===== src/rtl/button_conditioner.sv =====
// Pushbutton front end: synchronise, debounce, and classify presses as short or long.
// A short press toggles the downstream counter's run enable. A long press issues a
// one-cycle counter reset.
module button_conditioner #(
  parameter int unsigned DEBOUNCE_CYCLES = 500000,
  parameter int unsigned LONG_CYCLES     = 50000000,
  parameter bit          BTN_ACTIVE_LOW  = 1'b1
) (
  input  logic clk,
  input  logic reset,
  input  logic btn_raw,
  output logic db_level,
  output logic rise_pulse,
  output logic short_pulse,
  output logic long_pulse,
  output logic cnt_reset,
  output logic run_en
);

  localparam int unsigned DB_W   = $clog2(DEBOUNCE_CYCLES + 1);
  localparam int unsigned HOLD_W = $clog2(LONG_CYCLES + 1);

  localparam logic [DB_W-1:0]   DB_LAST   = DB_W'(DEBOUNCE_CYCLES - 1);
  localparam logic [HOLD_W-1:0] HOLD_LAST = HOLD_W'(LONG_CYCLES - 1);
  localparam logic [HOLD_W-1:0] HOLD_MAX  = HOLD_W'(LONG_CYCLES);

  typedef enum logic [1:0] {
    ST_IDLE    = 2'd0,
    ST_PRESSED = 2'd1,
    ST_LONG    = 2'd2
  } state_t;

  logic              s1_q, s2_q;
  logic [DB_W-1:0]   db_cnt_q, db_cnt_d;
  logic              db_level_q, db_level_d;
  logic              db_prev_q;
  state_t            state_q;
  logic [HOLD_W-1:0] hold_q;
  logic              rise_q, short_q, long_q;
  logic              run_en_q;

  logic db_rise, db_fall;

  // Two-flop synchroniser on the polarity-normalised pin (1 = pressed)
  always_ff @(posedge clk or negedge reset) begin
    if (!reset) begin
      s1_q <= 1'b0;
      s2_q <= 1'b0;
    end else begin
      s1_q <= btn_raw ^ BTN_ACTIVE_LOW;
      s2_q <= s1_q;
    end
  end

  // Debounce: accept a new level only after it holds for DEBOUNCE_CYCLES samples
  always_comb begin
    db_cnt_d   = db_cnt_q;
    db_level_d = db_level_q;
    if (s2_q == db_level_q) begin
      db_cnt_d = '0;
    end else if (db_cnt_q == DB_LAST) begin
      db_level_d = s2_q;
      db_cnt_d   = '0;
    end else begin
      db_cnt_d = db_cnt_q + DB_W'(1);
    end
  end

  // Debounce state registers
  always_ff @(posedge clk or negedge reset) begin
    if (!reset) begin
      db_cnt_q   <= '0;
      db_level_q <= 1'b0;
    end else begin
      db_cnt_q   <= db_cnt_d;
      db_level_q <= db_level_d;
    end
  end

  // Edges against the previous debounced level, so strobes trail db_level by one cycle
  assign db_rise = db_level_q & ~db_prev_q;
  assign db_fall = ~db_level_q & db_prev_q;

  // Press classifier FSM with registered strobes and run-enable toggle
  always_ff @(posedge clk or negedge reset) begin
    if (!reset) begin
      state_q   <= ST_IDLE;
      hold_q    <= '0;
      db_prev_q <= 1'b0;
      rise_q    <= 1'b0;
      short_q   <= 1'b0;
      long_q    <= 1'b0;
      run_en_q  <= 1'b0;
    end else begin
      db_prev_q <= db_level_q;
      rise_q    <= 1'b0;
      short_q   <= 1'b0;
      long_q    <= 1'b0;
      run_en_q  <= run_en_q ^ short_q;
      case (state_q)
        ST_IDLE: begin
          if (db_rise) begin
            state_q <= ST_PRESSED;
            hold_q  <= '0;
            rise_q  <= 1'b1;
          end
        end
        ST_PRESSED: begin
          // A release on the threshold cycle still counts as a short press
          if (db_fall) begin
            state_q <= ST_IDLE;
            short_q <= 1'b1;
          end else if (db_level_q && (hold_q == HOLD_LAST)) begin
            state_q <= ST_LONG;
            long_q  <= 1'b1;
          end else if (hold_q != HOLD_MAX) begin
            hold_q <= hold_q + HOLD_W'(1);
          end
        end
        ST_LONG: begin
          if (db_fall) begin
            state_q <= ST_IDLE;
          end
        end
        default: begin
          state_q <= ST_IDLE;
        end
      endcase
    end
  end

  assign db_level    = db_level_q;
  assign rise_pulse  = rise_q;
  assign short_pulse = short_q;
  assign long_pulse  = long_q;
  assign cnt_reset   = long_q;
  assign run_en      = run_en_q;

endmodule

===== config.mk =====
export PLATFORM = sky130hd
export DESIGN_NAME = button_conditioner
export DESIGN_NICKNAME = d
export VERILOG_FILES = /design/src/rtl/button_conditioner.sv
export SDC_FILE = /design/constraint.sdc
export NUM_CORES = 1
export LEC_CHECK = 0
export BUFFER_PORTS_ARGS = -buffer_cell sky130_fd_sc_hd__buf_2
export CORE_MARGIN = 2
export CORE_UTILIZATION = 56
export CTS_CLUSTER_DIAMETER = 40
export DETAILED_ROUTE_END_ITERATION = 10
export PLACE_DENSITY_LB_ADDON = 0.08
export RECOVER_POWER = 25
export SETUP_SLACK_MARGIN = 0.05
export SYNTH_ARGS = -nofsm -noshare
export SYNTH_HDL_FRONTEND = slang
export SYNTH_SLANG_ARGS = --single-unit

===== constraint.sdc =====
create_clock -name clk -period 2.6 [get_ports clk]
set_input_delay 0 -clock clk [delete_from_list [all_inputs] [get_ports clk]]
set_output_delay 0 -clock clk [all_outputs]
set_load 0.005 [all_outputs]

==> summary.md, run 1 <==
| Metric | Value |
|---|---|
| Status | `complete, but fails checks` |
| Failing checks | `max-capacitance violations, max-slew violations` |
| Area of placed instances | `0.00312 mm2` |
| Skew-Pair Late Insertion Delay | `0.32 ns` |
| EDFF count, synth | `0` |
| Detailed-route wire length | `6800 um` |
| First-pass DRT Iterations | `5` |
| Synth cell types | `51` |
| Layout area overhead | `12.0%` |
| Total power per unit cell area | `461 mW/mm2` |
| Vias in the first global route | `2426` |
| Hold WC Path Type | `in -> reg` |
| Area of the multi-input gates | `0.00143 mm2` |
| Longest Clk Path Bufs | `2` |
| Final Hold Viols | `0` |
| Slew margin rel. | `-0.0895` |
| Port Buf Inserts | `8` |
| Synthesized area per cell | `9.41 um2` |
| Final setup viols | `0` |
| CTS H-tree depth | `2` |
| Total setup buffers inserted after CTS | `0` |
| Worst-path cell chain | `or4_1 > or4_4 > o21a_2 > buf_4 > a41oi_1 > a31oi_1` |
| CTS Root Buffer Type | `clkbuf_8` |
| Detailed Route Iter0 Violations | `200` |
| Worst Path Arrival | `2.59 ns` |
| Clk sinks | `55` |
| CTS tree | `yes` |
| Post-synth top flop | `dfrtp_1` |
| Antenna cells | `0` |
| Bufs and invs on worst path | `1` |
| Max-Cap Viols | `1` |
| Fin Hold WS | `0.345 ns` |
| Period utilization | `0.924` |
| Crit Path Max Fanout | `12` |
| CP max-delay cell | `or4_4` |
| Initial antenna violation count | `0` |
| Fin Setup TNS | `0 ns` |
| RSZ-0062 raised after global routing | `no` |
| Syn Nets | `315` |
| Syn Std Cell Area | `0.00291 mm2` |
| Vias per cell | `6.19` |
| Fraction of layout cells with a size suffix above 1 | `0.143` |
| Cell area after layout | `0.00326 mm2` |
| Max VDD drop | `0.270 mV` |
| Core Util, Final | `0.642` |
| Worst Skew | `0.00504 ns` |
| Die H | `76.1 um` |
| Yosys Warn Count | `0` |
| CP max stage delay | `0.58 ns` |
| Global placement routability congestion | `0.945` |
| CTS buffer count | `5` |
| Crit. End Element | `flop` |
| Startpoint types | `flop` |
| Total die area | `0.00579 mm2` |
| Lkg Pwr | `1.42 nW` |
| CP Class | `reg -> reg` |
| Reg-to-Reg Start | `hold_q[18]` |
| Sequential cell area | `0.00138 mm2` |
| Core area | `0.00507 mm2` |
| Tmin final | `2.40 ns` |
| Starting Density | `0.573` |
| Rows | `26` |
| Critical Path RT | `2.79 ns` |
| DRT antenna net count | `0` |
| Top delay family on crit path | `simple AND/OR/NAND/NOR gates` |
| Final net count | `340` |
| Synthesized flop and latch total | `55` |
| Via Count | `2507` |
| HP Start | `btn_raw` |
| Slew Limit Fails | `31` |
| Ys async rst share | `1.00` |
| Cells after Synth | `309` |
| Clock-pin slew on the worst setup and hold paths | `0.10 ns` |
| DRC errors left | `0` |
| First-pass GRT wire length | `11800 um` |
| Number of I/O pins | `9` |
| Critical Path Source | `hold_q[18]` |
| FMAX | `0.416 GHz` |
| Die width | `76.1 um` |
| GRT Util Overall | `0.253` |
| Gr ovfl total | `0` |
| Average wire per cell in the routed design | `16.8 um` |
| Pin count of the biggest net entering global routing | `31` |
| Register area share after synthesis | `0.473` |
| FILL cells | `445` |
| Final HPWL DP | `4910 um` |
| Slew @ Worst Pin | `1.63 ns` |
synth_stat cells (3+ instances only):
library cell,count,share of area
and3_1,7,0.015
xor2_1,12,0.036
nand2b_1,5,0.011
inv_1,7,0.0090
nor3_1,11,0.019
buf_2,4,0.0069
o311ai_1,3,0.0090
xnor2_1,7,0.021
nand3_1,17,0.029
or4_1,5,0.013
dfrtp_1,55,0.47
a31oi_1,12,0.026
or2_2,4,0.0086
and4_1,4,0.012
ha_1,3,0.013
buf_6,3,0.012
a21oi_1,7,0.012
clkbuf_1,6,0.0077
o21ai_0,19,0.033
nand2_1,21,0.027
a21o_1,4,0.010
nor4_1,5,0.011
nor2_1,35,0.045
nand4_1,17,0.037
cell type report:
type / instances / area share
Clock inverter: 3 / 0.0154
Inverter: 7 / 0.00806
Tap cell: 70 / 0.0269
Multi-Input combinational cell: 233 / 0.438
Sequential cell: 55 / 0.422
Clock buffer: 5 / 0.0211
Timing Repair Buffer: 32 / 0.0687
layer usage:
metal / track usage / vias up / wire, um
met1: 0.371 / 1218 / 3200
li1: - / 1187 / -
met4: 0.0873 / 0 / 129
met2: 0.378 / 88 / 2990
met5: 0 / - / 0
met3: 0.0498 / 14 / 482
state kept, by name (all words and copies together), names as in the netlist:
name and flops:
cnt_reset 1, db_cnt_q 19, db_prev_q 1, s2_q 1, state_q 2, db_level 1, s1_q 1, rise_pulse 1
run_en 1, hold_q 26, short_pulse 1
report_power, final:
group          internal [mW]  switching, mW
sequential             0.860        0.00465
clock                  0.297          0.304
combinational        0.00866         0.0258
timing repair:
action,in CTS,in global routing
hold endpoints to repair,30,0
resized for setup,0,2
setup endpoints to repair,0,6
hold buffers,2,0
logic make-up after synthesis:
logic type	after synthesis	synth area share
AOI/OAI and AO/OA	62	0.138
xor gates and xnor gates	19	0.0572
adders and majority gates	3	0.0129
buffers and inverters	21	0.0379
DFF	55	0.473
muxes	2	0.00731
and+or+nand+nor	147	0.274
path summary, 6_finish.rpt:
check	end	slack, ns	cells past startpoint
setup / recovery	hold_q[6]	0.20	6
hold / removal	s1_q	0.35	3
setup reg to reg	hold_q[6]	0.20	6
hold reg to reg	s2_q	0.36	0
max in group asynchronous	hold_q[6]	0.84	3
min in group asynchronous	db_cnt_q[17]	0.62	2
layout by cell type (no fill, tap or decap), types with 5 or more instances in the layout:
cell type | Yosys | routed
dfrtp_1 | 55 | 55
nor2_1 | 35 | 35
buf_4 | 1 | 22
nand2_1 | 21 | 21
o21ai_0 | 19 | 19
nand4_1 | 17 | 17
nand3_1 | 17 | 17
xor2_1 | 12 | 12
a31oi_1 | 12 | 12
nor3_1 | 11 | 11
xnor2_1 | 7 | 7
and3_1 | 7 | 7
inv_1 | 7 | 7
a21oi_1 | 7 | 7
buf_2 | 4 | 7
nor4_1 | 5 | 5
nand2b_1 | 5 | 5
or4_1 | 5 | 5
clkbuf_8 | 0 | 5
metrics by stage:
step | setup slack [ns] | cells | power, mW
3_5_place_dp | 0.145 | 395 | 0.916
6_report | 0.198 | 405 | 1.50
2_1_floorplan | 0.168 | 309 | 0.893
4_1_cts | 0.121 | 405 | 1.52
3_3_place_gp | 0.182 | 395 | 0.915
5_1_grt | 0.0682 | 405 | 1.56
worst min-delay path, cell delays in order:
cell and delay (ns):
dlygate4sd3_1 0.52, buf_2 0.09, inv_1 0.03
Power figures use the tool's default switching activity.
==> inputs of run 2 (changes only) <==
--- a/config.mk
+++ b/config.mk
@@ -14,4 +14,5 @@
 export RECOVER_POWER = 25
 export SETUP_SLACK_MARGIN = 0.05
+export SLEW_MARGIN = 20
 export SYNTH_ARGS = -nofsm -noshare
 export SYNTH_HDL_FRONTEND = slang
==> constraint.sdc (replaced) <==
create_clock -name clk -period 2.6 [get_ports clk]
set_input_delay 0.52 -clock clk [delete_from_list [all_inputs] [get_ports clk]]
set_output_delay 0.52 -clock clk [all_outputs]
set_load 0.005 [all_outputs]
==> run 2 against run 1 <==
Net effect:
- via count down 2.1%
- the flow still finishes with violations (max-capacitance violations, max-slew violations)
- global-route usage down 0.87 points
- clock power down 24%
- count of clock-buffer cells in the layout unchanged
- largest power group unchanged
- maximum frequency down 1.8%
- utilization down 1.5 points
- critical endpoint is now hold_q[4]
- clock skew up 0.00098 ns
==> summary.md, run 2 (synthesized netlist as in run 1, its figures left out) <==
| Metric | Value |
|---|---|
| Sequential cell area | `0.00138 mm2` |
| Crit Path Max Fanout | `12` |
| Starting Density | `0.573` |
| Layout area overhead | `9.51%` |
| P_sw | `0.303 mW` |
| Final HPWL DP | `4820 um` |
| Area of the multi-input gates | `0.00142 mm2` |
| FMAX | `0.409 GHz` |
| Worst Path Arrival | `2.67 ns` |
| Total setup buffers inserted after CTS | `0` |
| Vias in the first global route | `2204` |
| Crit. End Element | `flop` |
| Pin count of the biggest net entering global routing | `38` |
| Vias per cell | `6.14` |
| Gr ovfl total | `0` |
| Largest Register | `hold_q` |
| Worst-path cell chain | `or4_1 > or4_4 > or2_1 > buf_4 > a21o_1 > a31oi_1` |
| Max-Cap Viols | `1` |
| CTS buffer count | `5` |
| Slew @ Worst Pin | `1.89 ns` |
| Average wire per cell in the routed design | `16.8 um` |
| Share of power burned in registers | `0.638` |
| GRT Util Overall | `0.245` |
| FILL cells | `470` |
| Bufs and invs on worst path | `1` |
| Max reg flops | `26` |
| Antenna cells | `0` |
| Slew Limit Fails | `38` |
| Slew margin rel. | `-0.259` |
| Longest Clk Path Bufs | `2` |
| Placed Cells | `393` |
| Layout Cells excl Fill | `400` |
| First-pass GRT wire length | `11500 um` |
| Fraction of layout cells with a size suffix above 1 | `0.133` |
| Via Count | `2454` |
| Failing checks | `max-capacitance violations, max-slew violations` |
| Initial antenna violation count | `0` |
| Die H | `76.1 um` |
| Clk sinks | `55` |
| Worst Skew | `0.00602 ns` |
| Total power per unit cell area | `425 mW/mm2` |
| Period utilization | `0.940` |
| Detailed-route wire length | `6720 um` |
| Critical Path RT | `2.83 ns` |
| RSZ-0062 raised after global routing | `no` |
| Startpoint types | `flop` |
| Biggest regs | `hold_q (26), db_cnt_q (19), state_q (2)` |
| CTS tree | `yes` |
| CP max-delay cell | `or4_4` |
| Status | `complete, but fails checks` |
| Final Hold Viols | `0` |
| CTS H-tree depth | `2` |
| Tmin final | `2.45 ns` |
| CTS Root Buffer Type | `clkbuf_8` |
| Max VDD drop | `0.278 mV` |
| Die width | `76.1 um` |
| Final net count | `336` |
| Global placement routability congestion | `0.958` |
| CP Class | `reg -> reg` |
| Switching share of total power | `0.223` |
| DRT antenna net count | `0` |
| Clock-pin slew on the worst setup and hold paths | `0.10 ns` |
| Rows | `26` |
| Total die area | `0.00579 mm2` |
| DRC errors left | `0` |
| Final setup viols | `0` |
| Commonest cells after routing, fill and taps aside | `dfrtp_1 (55), nor2_1 (35), nand2_1 (21), buf_4 (20), o21ai_0 (19)` |
| Fin Setup TNS | `0 ns` |
| Top delay family on crit path | `simple AND/OR/NAND/NOR gates` |
| Hold_buf cts | `0` |
| Lkg Pwr | `1.39 nW` |
| Core area | `0.00507 mm2` |
| Skew-Pair Late Insertion Delay | `0.30 ns` |
| Detailed Route Iter0 Violations | `272` |
| Hold WC Path Type | `in -> reg` |
| Pint | `1.05 mW` |
| Port Buf Inserts | `8` |
| First-pass DRT Iterations | `6` |
| Commonest non-fill, non-tap cell in the layout | `dfrtp_1` |
| CP max stage delay | `0.57 ns` |
| Number of I/O pins | `9` |
| Gate power share | `0.024` |
| Clock share of power | `0.338` |
-- run 2: cell types whose count changed in the layout (fill, tap and decap cells not counted), sizes merged --
cell,change
inv,-2
dlygate4sd3,-2
buf,-2
clkinv,+2
bufinv,-1
-- run 2: worst paths after layout --
check,startpoint,endpoint,slack (ns),depth (start not counted)
setup / recovery,hold_q[18],hold_q[4],0.15,6
hold / removal,btn_raw,s1_q,0.34,2
setup reg to reg,hold_q[18],hold_q[4],0.15,6
hold reg to reg,s1_q,s2_q,0.36,0
max in group asynchronous,reset,hold_q[20],0.79,1
min in group asynchronous,reset,db_cnt_q[11],0.73,1
-- run 2: metrics by stage --
| stage | utilization | total power, mW | hold slack (ns) | worst slack (ns) | area [um2] |
|---|---|---|---|---|---|
| 2_1_floorplan | - | 0.893 | 0.224 | 0.168 | 2910 |
| 3_3_place_gp | 0.611 | 0.916 | 0.331 | 0.166 | 3100 |
| 3_5_place_dp | 0.611 | 0.916 | 0.335 | 0.143 | 3100 |
| 4_1_cts | 0.628 | 1.37 | 0.317 | 0.128 | 3190 |
| 5_1_grt | 0.628 | 1.41 | 0.326 | 0.0526 | 3190 |
| 6_report | 0.628 | 1.36 | 0.342 | 0.155 | 3190 |
-- run 2: power by group through the flow --
stage	Sequential, mW	Combinational (mW)	Clock [mW]
after floorplan	0.881	0.0118	0
after global placement	0.881	0.0348	0
after detailed placement	0.881	0.0346	0
after CTS	0.865	0.0347	0.474
after global routing	0.866	0.0399	0.505
final	0.864	0.0326	0.458
-- run 2: timing repair --
action                                 in CTS  in global routing
endpoints found under the hold margin       0                  0
setup endpoints to repair                   0                  6
gates resized for setup                     0                  1
-- run 2: layer usage --
layer  GRT usage  share of wire  up-vias
met5           0              0        -
met4      0.0673          0.021        0
met3      0.0569          0.080       18
met2       0.330           0.42      119
met1       0.391           0.48     1139
li1            -              -     1178
-- run 2: layout make-up --
cell class                      instances  area share
Timing Repair Buffer                   28      0.0593
Clock inverter                          2     0.00432
Sequential cell                        55       0.432
Multi-Input combinational cell        233       0.447
Tap cell                               70      0.0275
Inverter                                7     0.00825
Clock buffer                            5      0.0216
==> inputs of run 3 (changes only) <==
clock period = 2 ns   (was 2.6 ns; I/O delays follow)
==> run 3 against run 2 <==
Net effect:
- the flow finishes with violations (negative setup slack)
- worst hold slack worse by 0.13 ns
- combinational power rose by 38%
- global-route usage grew 1.8 points
- sequential share of layout area down 6.0 points
- power is 32% higher
- critical path type unchanged
- largest power group unchanged
==> summary.md, run 3 (synthesized netlist as in run 1, its figures left out) <==
| Metric | Value |
|---|---|
| CP max stage delay | `0.57 ns` |
| Slew margin rel. | `0.102` |
| Clk sinks | `55` |
| RSZ-0062 raised after global routing | `yes` |
| DRC errors left | `0` |
| Crit. End Element | `flop` |
| Die H | `76.1 um` |
| Vias per cell | `6.10` |
| R2r setup slk | `-0.33 ns` |
| Final setup viols | `29` |
| DRT antenna net count | `0` |
| Clock-pin slew on the worst setup and hold paths | `0.10 ns` |
| CTS buffer count | `5` |
| Worst Skew | `0.0111 ns` |
| CTS Root Buffer Type | `clkbuf_8` |
| Gate power share | `0.025` |
| P_sw | `0.412 mW` |
| Rows | `26` |
| Final net count | `382` |
| Pin count of the biggest net entering global routing | `33` |
| Period utilization | `1.17` |
| Fraction of layout cells with a size suffix above 1 | `0.303` |
| Critical Path Source | `hold_q[10]` |
| Cell area after layout | `0.00370 mm2` |
| Share of power burned in registers | `0.629` |
| Reg2reg end | `hold_q[5]` |
| Layout Cells excl Fill | `446` |
| Die width | `76.1 um` |
| Slew Limit Fails | `0` |
| Port Buf Inserts | `8` |
| Final HPWL DP | `5300 um` |
| Switching share of total power | `0.231` |
| Via Count | `2719` |
| Max reg flops | `26` |
| CP max-delay cell | `or4_4` |
| Bufs and invs on worst path | `1` |
| Number of I/O pins | `9` |
| Detailed Route Iter0 Violations | `269` |
| Slew @ Worst Pin | `1.35 ns` |
| FMAX | `0.429 GHz` |
| GRT Util Overall | `0.262` |
| Hold_buf cts | `0` |
| Worst Path Arrival | `2.56 ns` |
| Biggest regs | `hold_q (26), db_cnt_q (19), state_q (2)` |
| Detailed-route wire length | `7570 um` |
| Total power per unit cell area | `483 mW/mm2` |
| Tmin final | `2.33 ns` |
| Fin Setup TNS | `-7.34 ns` |
| Hold WC Path Type | `in -> reg` |
| Commonest non-fill, non-tap cell in the layout | `buf_4` |
| Gr ovfl total | `0` |
| Initial antenna violation count | `0` |
| Failing checks | `negative setup slack` |
| Vias in the first global route | `2443` |
| Pint | `1.37 mW` |
| Area of placed instances | `0.00344 mm2` |
| Core area | `0.00507 mm2` |
| Max-Cap Viols | `0` |
| Average wire per cell in the routed design | `17.0 um` |
| Pre-CTS worst setup slack | `-0.408 ns` |
| Top delay family on crit path | `simple AND/OR/NAND/NOR gates` |
| Antenna cells | `0` |
| Status | `complete, but fails checks` |
| CTS H-tree depth | `2` |
| Max VDD drop | `0.427 mV` |
| Worst R2R Path Depth | `6` |
| Skew-Pair Late Insertion Delay | `0.31 ns` |
| Levels on crit path | `6` |
| Reg-to-Reg Start | `hold_q[10]` |
| Commonest cells after routing, fill and taps aside | `buf_4 (58), dfrtp_1 (55), nor2_1 (34), nand2_1 (20), nand4_1 (17)` |
| Longest Clk Path Bufs | `2` |
| Critical Path RT | `2.23 ns` |
| CTS tree | `yes` |
| Layout area overhead | `27.1%` |
| Startpoint types | `flop` |
| Largest Register | `hold_q` |
| Lkg Pwr | `1.65 nW` |
| Clock share of power | `0.346` |
| End of the critical path | `hold_q[5]` |
| Final Hold Viols | `0` |
| Global placement routability congestion | `0.915` |
| First-pass DRT Iterations | `5` |
| Crit Path Max Fanout | `12` |
| First-pass GRT wire length | `12200 um` |
| FILL cells | `386` |
| Total die area | `0.00579 mm2` |
| Placed Cells | `434` |
| CP Class | `reg -> reg` |
| Starting Density | `0.573` |
| Final worst slack | `-0.331 ns` |
| Worst-path cell chain | `or4bb_1 > or4_4 > or2_4 > buf_12 > a21o_1 > a31oi_1` |
==> run 3: layout make-up <==
type / instances / area (um2) / share of cell area
Tap cell: 70 / 87.6 / 0.0237
Inverter: 7 / 26.3 / 0.00710
Multi-Input combinational cell: 233 / 1540 / 0.417
Clock inverter: 2 / 16.3 / 0.00440
Clock buffer: 5 / 68.8 / 0.0186
Timing Repair Buffer: 74 / 582 / 0.157
Sequential cell: 55 / 1380 / 0.372
==> run 3: how the worst min path moves through the flow <==
stage	slack, ns	to	cells past startpoint	start
6_report	0.21	s1_q	2	btn_raw
5_1_grt	0.20	s1_q	2	btn_raw
4_1_cts	0.09	db_cnt_q[17]	1	reset
3_5_place_dp	0.34	s2_q	0	s1_q
3_3_place_gp	0.34	s2_q	0	s1_q
2_1_floorplan	0.10	cnt_reset	0	reset
==> run 3: power groups by stage <==
| stage | Sequential, mW | Clock, mW | Combinational, mW |
|---|---|---|---|
| final | 1.12 | 0.618 | 0.0449 |
| after global routing | 1.13 | 0.680 | 0.0524 |
| after CTS | 1.12 | 0.635 | 0.0478 |
| after detailed placement | 1.15 | 0 | 0.0475 |
| after global placement | 1.15 | 0 | 0.0468 |
| after floorplan | 1.15 | 0 | 0.0154 |
==> run 3: per-stage QoR <==
step	utilization	hold WS, ns	power, mW
after floorplan	-	0.104	1.16
after global placement	0.679	0.339	1.19
after detailed placement	0.679	0.338	1.19
after CTS	0.709	0.0857	1.81
after global routing	0.729	0.198	1.86
final	0.729	0.213	1.79
==> run 3: layer usage <==
layer	global-route usage	vias to the layer above	share of wire
met4	0.0691	0	0.016
met2	0.382	102	0.44
met1	0.396	1335	0.47
li1	-	1269	-
met3	0.0616	13	0.073
met5	0	-	0
==> run 3: repair_timing <==
| action | CTS | global route |
|---|---|---|
| cloned | 0 | 1 |
| buffers inserted | 0 | 4 |
| pin swaps | 6 | 13 |
| endpoints found under the setup margin | 29 | 29 |
| gates resized for setup | 18 | 25 |
